===== src/rtl/ntt_bfu_pipe_if.sv =====
// Operand/result bus for the NTT butterfly; master drives operands, slave returns results.
// BFU_INTT_EN adds the per-beat mode bit.
interface ntt_bfu_pipe_if #(
  parameter int unsigned DW = 14,
  parameter int unsigned AW = 8,
  parameter int unsigned CW = 16
);
  logic              clr;
  logic              in_valid;
  logic [DW-1:0]     a;
  logic [DW-1:0]     b;
  logic [DW-1:0]     w;
  logic [2*AW-1:0]   in_addr;
`ifdef BFU_INTT_EN
  logic              mode;
`endif
  logic              out_valid;
  logic [DW-1:0]     x;
  logic [DW-1:0]     y;
  logic [2*AW-1:0]   out_addr;
  logic              busy;
  logic [CW-1:0]     done_cnt;

  modport master (
`ifdef BFU_INTT_EN
    output mode,
`endif
    output clr, in_valid, a, b, w, in_addr,
    input  out_valid, x, y, out_addr, busy, done_cnt
  );

  modport slave (
`ifdef BFU_INTT_EN
    input  mode,
`endif
    input  clr, in_valid, a, b, w, in_addr,
    output out_valid, x, y, out_addr, busy, done_cnt
  );
endinterface


===== src/rtl/ntt_bfu_pipe.sv =====
// Pipelined radix-2 NTT butterfly with Barrett reduction, fixed 4-edge latency, no backpressure.
// BFU_INTT_EN: adds per-beat Gentleman-Sande mode (bus.mode=1) alongside Cooley-Tukey.
module ntt_bfu_pipe #(
  parameter int unsigned DW = 14,
  parameter int unsigned Q  = 12289,
  parameter int unsigned AW = 8,
  parameter int unsigned CW = 16
) (
  input logic         clk,
  input logic         reset,
  ntt_bfu_pipe_if.slave bus
);
  localparam int unsigned PW = 2 * DW;
  localparam logic [PW:0]   R_ONE = {1'b1, {PW{1'b0}}};
  localparam logic [PW-1:0] BM    = PW'(R_ONE / (PW + 1)'(Q));
  localparam logic [DW:0]   QD    = (DW + 1)'(Q);
  localparam logic [PW-1:0] QP    = PW'(Q);

  function automatic logic [DW-1:0] add_mod(input logic [DW-1:0] u, input logic [DW-1:0] v);
    logic [DW:0] s;
    s = {1'b0, u} + {1'b0, v};
    return (s >= QD) ? DW'(s - QD) : DW'(s);
  endfunction

  function automatic logic [DW-1:0] sub_mod(input logic [DW-1:0] u, input logic [DW-1:0] v);
    logic [DW:0] d;
    d = {1'b0, u} + QD - {1'b0, v};
    return (u >= v) ? (u - v) : DW'(d);
  endfunction

  logic mode_in;
`ifdef BFU_INTT_EN
  assign mode_in = bus.mode;
`else
  assign mode_in = 1'b0;
`endif

  // Rank 0 registers the raw operands; the product is formed from these so
  // that the result appears four edges after the sampling edge.
  logic              v0, m0;
  logic [DW-1:0]     a0, b0, w0;
  logic [2*AW-1:0]   addr0;
  logic              v1, m1;
  logic [DW-1:0]     top1;
  logic [PW-1:0]     p1;
  logic [2*AW-1:0]   addr1;
  logic              v2, m2;
  logic [DW-1:0]     top2;
  logic [PW-1:0]     p2, qh2;
  logic [2*AW-1:0]   addr2;
  logic              v3, m3;
  logic [DW-1:0]     top3, t3;
  logic [2*AW-1:0]   addr3;

  logic              out_valid_q;
  logic [DW-1:0]     x_q, y_q;
  logic [2*AW-1:0]   out_addr_q;
  logic [CW-1:0]     done_q;

  logic [DW-1:0]     mul_op, top_op;
  logic [2*PW-1:0]   pbm;
  logic [PW-1:0]     r0, r1, r2;

  always_comb begin
    mul_op = m0 ? sub_mod(a0, b0) : b0;
    top_op = m0 ? add_mod(a0, b0) : a0;
    pbm    = (2 * PW)'(p1) * (2 * PW)'(BM);
    r0     = p2 - qh2 * QP;
    r1     = (r0 >= QP) ? (r0 - QP) : r0;
    r2     = (r1 >= QP) ? (r1 - QP) : r1;
  end

  always_ff @(posedge clk or posedge reset) begin
    if (reset) begin
      {v0, v1, v2, v3, out_valid_q} <= '0;
      {m0, m1, m2, m3}              <= '0;
      {a0, b0, w0, top1, top2, top3, t3} <= '0;
      {addr0, addr1, addr2, addr3}  <= '0;
      {p1, p2, qh2}                 <= '0;
      x_q        <= '0;
      y_q        <= '0;
      out_addr_q <= '0;
      done_q     <= '0;
    end else begin
      a0    <= bus.a;
      b0    <= bus.b;
      w0    <= bus.w;
      addr0 <= bus.in_addr;
      m0    <= mode_in;

      top1  <= top_op;
      p1    <= {{DW{1'b0}}, mul_op} * {{DW{1'b0}}, w0};
      addr1 <= addr0;
      m1    <= m0;

      top2  <= top1;
      p2    <= p1;
      qh2   <= pbm[2*PW-1:PW];
      addr2 <= addr1;
      m2    <= m1;

      top3  <= top2;
      t3    <= r2[DW-1:0];
      addr3 <= addr2;
      m3    <= m2;

      // clr drops the beat that would have emerged on this edge, uncounted
      if (bus.clr) begin
        {v0, v1, v2, v3, out_valid_q} <= '0;
        done_q <= '0;
      end else begin
        v0          <= bus.in_valid;
        v1          <= v0;
        v2          <= v1;
        v3          <= v2;
        out_valid_q <= v3;
        done_q      <= done_q + CW'(v3);
        if (v3) begin
          x_q        <= m3 ? top3 : add_mod(top3, t3);
          y_q        <= m3 ? t3 : sub_mod(top3, t3);
          out_addr_q <= addr3;
        end
      end
    end
  end

  assign bus.out_valid = out_valid_q;
  assign bus.x         = x_q;
  assign bus.y         = y_q;
  assign bus.out_addr  = out_addr_q;
  assign bus.busy      = v0 | v1 | v2 | v3 | out_valid_q;
  assign bus.done_cnt  = done_q;
endmodule


===== src/flat_wrapper.sv =====
// flat-port wrapper written by rule: the top's interface ports become plain ports
module ntt_bfu_pipe_flat 
#(
  parameter int unsigned DW = 14,
  parameter int unsigned Q  = 12289,
  parameter int unsigned AW = 8,
  parameter int unsigned CW = 16
)
  (clk, reset, bus_clr, bus_in_valid, bus_a, bus_b, bus_w, bus_in_addr, bus_out_valid, bus_x, bus_y, bus_out_addr, bus_busy, bus_done_cnt);
  ntt_bfu_pipe_if #(.DW(DW), .AW(AW), .CW(CW)) bus_i ();
  input logic clk;
  input logic reset;
  input wire logic [$bits(bus_i.clr)-1:0] bus_clr;
  input wire logic [$bits(bus_i.in_valid)-1:0] bus_in_valid;
  input wire logic [$bits(bus_i.a)-1:0] bus_a;
  input wire logic [$bits(bus_i.b)-1:0] bus_b;
  input wire logic [$bits(bus_i.w)-1:0] bus_w;
  input wire logic [$bits(bus_i.in_addr)-1:0] bus_in_addr;
  output wire logic [$bits(bus_i.out_valid)-1:0] bus_out_valid;
  output wire logic [$bits(bus_i.x)-1:0] bus_x;
  output wire logic [$bits(bus_i.y)-1:0] bus_y;
  output wire logic [$bits(bus_i.out_addr)-1:0] bus_out_addr;
  output wire logic [$bits(bus_i.busy)-1:0] bus_busy;
  output wire logic [$bits(bus_i.done_cnt)-1:0] bus_done_cnt;
  assign bus_i.clr = bus_clr;
  assign bus_i.in_valid = bus_in_valid;
  assign bus_i.a = bus_a;
  assign bus_i.b = bus_b;
  assign bus_i.w = bus_w;
  assign bus_i.in_addr = bus_in_addr;
  assign bus_out_valid = bus_i.out_valid;
  assign bus_x = bus_i.x;
  assign bus_y = bus_i.y;
  assign bus_out_addr = bus_i.out_addr;
  assign bus_busy = bus_i.busy;
  assign bus_done_cnt = bus_i.done_cnt;
  ntt_bfu_pipe #(.DW(DW), .Q(Q), .AW(AW), .CW(CW)) u_core (.clk(clk), .reset(reset), .bus(bus_i));
endmodule

===== config.mk =====
export PLATFORM = sky130hd
export DESIGN_NAME = ntt_bfu_pipe_flat
export DESIGN_NICKNAME = d
export VERILOG_FILES = /design/src/rtl/ntt_bfu_pipe_if.sv /design/src/rtl/ntt_bfu_pipe.sv /design/src/flat_wrapper.sv
export SDC_FILE = /design/constraint.sdc
export NUM_CORES = 2
export LEC_CHECK = 0
export ABC_AREA = 0
export CAP_MARGIN = 20
export CORE_MARGIN = 4
export CORE_UTILIZATION = 64
export CTS_BUF_LIST = sky130_fd_sc_hd__clkbuf_8
export CTS_CLUSTER_SIZE = 30
export DETAILED_ROUTE_END_ITERATION = 6
export GPL_ROUTABILITY_DRIVEN = 0
export GPL_TIMING_DRIVEN = 0
export PLACE_DENSITY = 0.89
export SLEW_MARGIN = 5
export SYNTH_ARGS = -nofsm -noshare
export SYNTH_HDL_FRONTEND = slang
export SYNTH_SLANG_ARGS = --single-unit

===== constraint.sdc =====
create_clock -name clk -period 13.1 [get_ports clk]
set_input_delay 2.62 -clock clk [delete_from_list [all_inputs] [get_ports clk]]
set_output_delay 2.62 -clock clk [all_outputs]
set_load 0.02 [all_outputs]

# Yosys cells after proc, flatten, opt, wreduce, memory -nomap -nowiden
# Cells that the tools add are included.
classes:
  multipliers: 3
  magnitude_cmp: 4
  n_mux: 10
  n_addsub: 9
  reduce_logical: 1
  n_bitwise: 5
op_table:
  columns: ["cell", "count"]
  rows:
  - ["28-bit by 14-bit greater-or-equal comparator with 1-bit output, second input constant", 2]
  - ["28-bit by 15-bit multiplier with 43-bit output, second input constant", 1]
  - ["14-bit two-way mux", 3]
  - ["14-bit by 14-bit multiplier with 28-bit output", 1]
  - ["15-bit by 14-bit multiplier with 28-bit output, second input constant", 1]
  - ["28-bit two-way mux", 1]
  - ["14-bit subtractor", 2]
  - ["14-bit subtractor, second input constant", 2]
  - ["28-bit by 14-bit subtractor with 28-bit output, second input constant", 1]
  - ["28-bit subtractor", 1]
  - ["16-bit by 1-bit adder with 16-bit output", 1]
  - ["16-bit two-way mux", 1]
  - ["14-bit by 14-bit adder with 15-bit output", 1]
  - ["15-bit by 14-bit greater-or-equal comparator with 1-bit output, second input constant", 1]
  - ["14-bit adder, second input constant", 1]
  - ["14-bit greater-or-equal comparator", 1]
  - ["1-bit two-way mux", 5]
  - ["1-bit bitwise OR", 4]
  - ["2-bit AND reduction", 1]
  - ["1-bit inverter", 1]
totals:
  regBits: 298
  wordCells: 55
  input_bits: 62

# Longest topological paths before layout
depth:
  word_depth: 6
  depth_mapped: 34

# Worst setup path after synthesis
# No wires, ideal clock.
synth_path:
  path_kind: "register to register"
  start: "register u_core.qh2[0]"
  end: "register u_core.t3[5]"
  path_stages_with_launch: 32
  setup_ns: 0.076
  t_arrival_ns: 7.976
  path_slack_ns: 5.048
  path_cell_list: "dfrtp_1 > ha_1 > ha_1 > fa_1 > ha_1 > inv_1 > fa_1 > inv_1 > fa_1 > fa_1 > nor2b_1 > o21ai_1 > a211oi_1 > a31oi_2 > a21oi_2 > mux2_1 > or3_1 > or4_1 > buf_4 > or4_4 > buf_6 > a21oi_1 > ha_1 > inv_1 > nor4_1 > o21ai_2 > o221ai_2 > nand4_1 > a21o_1 > a22o_1 > nand2_2 > xor2_2"
synth_between:
  elab_chain_cells: 6
synth_lines:
  columns: ["element", "line", "source"]
  rows:
  - ["start, declared", "ntt_bfu_pipe.sv:49", "logic [PW-1:0] p2, qh2;"]
  - ["start signal, assigned", "ntt_bfu_pipe.sv:98", "qh2 <= pbm[2*PW-1:PW];"]
  - ["15-bit by 14-bit multiplier with 28-bit output (*)", "ntt_bfu_pipe.sv:68", "r0 = p2 - qh2 * QP;"]
  - ["28-bit subtractor (*)", "ntt_bfu_pipe.sv:68", null]
  - ["28-bit by 14-bit subtractor with 28-bit output / 28-bit by 14-bit greater-or-equal comparator with 1-bit output (equally long branches)", "ntt_bfu_pipe.sv:69", "r1 = (r0 >= QP) ? (r0 - QP) : r0;"]
  - ["28-bit two-way mux (*)", "ntt_bfu_pipe.sv:69", null]
  - ["28-bit by 14-bit greater-or-equal comparator with 1-bit output / 14-bit subtractor (equally long branches)", "ntt_bfu_pipe.sv:70", "r2 = (r1 >= QP) ? (r1 - QP) : r1;"]
  - ["14-bit two-way mux (*)", "ntt_bfu_pipe.sv:70", null]
  - ["net u_core.r2[5]", "ntt_bfu_pipe.sv:62", "logic [PW-1:0] r0, r1, r2;"]
  - ["end signal, assigned", "ntt_bfu_pipe.sv:103", "t3 <= r2[DW-1:0];"]
  - ["end, declared", "ntt_bfu_pipe.sv:52", "logic [DW-1:0] top3, t3;"]
# The timed path passes the listed nets; every way through them passes the cells marked *.
# A chain may end at the register's enable or synchronous reset.

# Worst setup path after layout
# Same ends and word-level chain as after synthesis.

==> impl_metrics.toml <==
[clock_tree]
ctsResizeCount = 0
cts_tree = "yes"
root_buffer = "clkbuf_8"
cts_buffers = 50
htree_levels = 2
cts.sinks = 298
clk_latency_ps = 650
holdBufCountCts = 0
clkTransAtPathRegs_ps = 70
clock_path_buffers = 3
post_cts_buffers = 0

[global_routing]
antenna_found_initial = 0
grt_pass1_wl_mm = 107
grt_pass1_vias = 22700
grt_max_degree = 115
gr-total-overflow = 0
grtUsageTotal_pct = 27.8

[critical_path]
crit_type = "flip-flop to flip-flop"
cp.required_ps = 13680
cp_max_fo = 10
cp-end-kind = "flip-flop"
crit_arrival_ps = 9560
crit_cells = 31
ff2ff_path_depth = 31
cpPeakStageDelay_ps = 540
r2r_slack_ps = 4120
startpoint_type = "flip-flop"
crit_slowest_cell = "fa_1"
rr_startpoint = "u_core.qh2[0]$_DFF_PP0_"
cp-startpoint = "u_core.qh2[0]$_DFF_PP0_"
cp_top_family = "adder cells"
path_buf_inv = 5

[synthesis]
yosys_warnings = 0
synth.avg_cell_area_sq_um = 10.1
syn_inst = 2811
synth_area_sq_um = 28300
syn_nets = 3645
async_flop_share_pct = 100
synthFlopType = "dfrtp_1"
ys_ff_latch = 298
synth_cell_types = 82
synth_edf_count = 0
synth-seq-area-share_pct = 26.3

[timing]
fmax_mhz = 111
fin_skew_ps = 25.2
maxSlewViolCount = 0
fin_crit_ps = 8980
post-route-period-util_pct = 68.5
whs_ps = 336
worst_slew_margin_rel_pct = 48.6
setup_viol = 0
worst_pin_slew_ps = 771
finalHoldViolations = 0
setup_tns_ps = 0
worst_slack_ps = 4120
rsz0062_at_grt = "false"

[placement]
place_hpwl_mm = 50.7
portBuffers = 123
place_area_sq_um = 30400
place_ws_ps = 4210

[cells_and_area]
stdcell_area_sq_um = 31600
antenna_cells = 0
drive_gt1_share_pct = 3.83
layout.nets = 3822
area_delta_synth_final_pct = 11.5

[floorplanning]
num_io_pins = 124
die_h_um = 218
die_w_um = 218
core_area_sq_um = 43500
num_rows = 76
start_util_pct = 65.2
dieArea_sq_um = 47700

[hold_path]
holdPathStages = 0
min-delay-start = "u_core.addr2[9]$_DFF_PP0_"
holdCritPathClass = "flip-flop to flip-flop"

[detailed_routing]
ant_nets = 0
vias = 20400
wire_per_inst_um = 17.7
wl_mm = 64.0
firstDrtPassIters = 7
vias_per_cell = 5.65
drtIter0Drc = 1303
drc = 0

[flow_run]
drv_cap = 0

[status]
outcome = "finished, final reports clean"
-- synth_stat cells, drive strengths merged, types with 5 or more instances --
cell,instances,area [sq um]
or4,8,63.8
and2,89,557
nor2,92,345
inv,576,2160
fa,312,6250
nand2b,16,100
a21oi,87,439
nand4,18,113
ha,460,5760
dfrtp,298,7460
xnor2,85,744
nand3,36,180
xor2,60,541
a21o,34,255
nor3,29,145
nor2b,19,119
or3,10,62.6
o21a,17,128
o21bai,22,165
nor4,12,96.3
o21ai,83,419
clkbuf,60,225
nand2,267,1000
a31oi,16,106
and3,17,106
a211oi,6,45.0
a211o,5,43.8
-- layout by cell type (no fill, tap or decap), types with 4 or more instances in the layout --
master           synthesis  layout
inv_1                  576     583
ha_1                   460     460
fa_1                   312     312
dfrtp_1                298     298
nand2_1                266     266
clkdlybuf4s50_1          0     123
nor2_1                  92      92
and2_1                  89      89
a21oi_1                 86      86
xnor2_1                 85      85
o21ai_0                 77      77
clkbuf_8                 0      64
clkbuf_1                60      60
xor2_1                  58      58
nand3_1                 36      36
a21o_1                  34      34
nor3_1                  29      29
o21bai_1                22      22
nor2b_1                 19      19
nand4_1                 18      18
o21a_1                  17      17
and3_1                  17      17
nand2b_1                16      16
a31oi_1                 15      15
or3_1                   10      10
nor4_1                  10      10
clkinv_2                 0       8
or4_1                    7       7
bufinv_16                0       7
a211oi_1                 6       6
a211o_1                  5       5
o21ai_1                  5       5
nor3b_1                  4       4
o31ai_1                  4       4
o211ai_1                 4       4
-- stage by stage --
| stage | std cells | utilization [%] |
|---|---|---|
| after floorplan | 2811 | - |
| after global placement | 3519 | 69.7 |
| after detailed placement | 3521 | 69.9 |
| after CTS | 3614 | 72.7 |
| after global routing | 3614 | 72.7 |
| final | 3614 | 72.7 |
-- layer usage --
layer | vias up | GRT usage [%] | wire, um
li1 | 9294 | - | -
met1 | 10100 | 31.1 | 22900
met2 | 784 | 51.9 | 34400
met3 | 261 | 4.13 | 3580
met4 | 0 | 13.1 | 3130
met5 | - | 0 | 0
-- worst reg2reg max path, delay by kind of cell (launching register included) --
family          cells  cell delay, ps
fa+ha+maj           8            3110
compound gates      9            2200
simple gates        7            2180
buf+inv             5             520
flops               1             460
mux                 1             340
xor+xnor            1             130
-- logic make-up (layout without fill, tap and decap cells) --
logic type / Yosys count / in the layout / synth area share [%]
DFF: 298 / 298 / 26.3
buffers and inverters: 641 / 859 / 8.54
and+or+nand+nor: 629 / 629 / 10.6
xor gates and xnor gates: 145 / 145 / 4.54
AOI/OAI and AO/OA: 320 / 320 / 7.38
adders and majority gates: 772 / 772 / 42.4
muxes: 6 / 6 / 0.225
-- final timing paths --
| check | endpoint |
|---|---|
| max reg2reg | u_core.t3[5]$_DFF_PP0_ |
| max in group asynchronous | u_core.top3[9]$_DFF_PP0_ |
| max | u_core.t3[5]$_DFF_PP0_ |
| min in group asynchronous | u_core.addr0[7]$_DFF_PP0_ |
| min | u_core.addr3[9]$_DFF_PP0_ |
| min reg2reg | u_core.addr3[9]$_DFF_PP0_ |
-- registers in the layout (all words and copies together), names as in the netlist --
| signal | cells |
|---|---|
| u_core.bus.done_cnt | 16 |
| u_core.bus.out_valid | 1 |
| u_core.b0 | 14 |
| u_core.bus.y | 14 |
| u_core.addr3 | 16 |
| u_core.p2 | 28 |
| u_core.top3 | 14 |
| u_core.p1 | 28 |
| u_core.addr1 | 16 |
| u_core.v3 | 1 |
| u_core.t3 | 14 |
| u_core.a0 | 14 |
| u_core.top2 | 14 |
| u_core.v1 | 1 |
| u_core.v2 | 1 |
| u_core.v0 | 1 |
| u_core.bus.out_addr | 16 |
| u_core.qh2 | 15 |
| u_core.bus.x | 14 |
| u_core.addr0 | 16 |
| u_core.top1 | 14 |
| u_core.addr2 | 16 |
| u_core.w0 | 14 |
-- area by class of cell --
class	count	area, sq um
fillers	2738	11900
plain buffers	64	254
inverters	577	2170
clock inverters	29	357
repair buffers	125	1290
multi-input cells	1872	18500
clock buffers	64	881
well taps	585	732
flip-flops and latches	298	7460
Power is not shown: default switching activity piles up to over one toggle a cycle in this logic, so the estimate is an artifact.
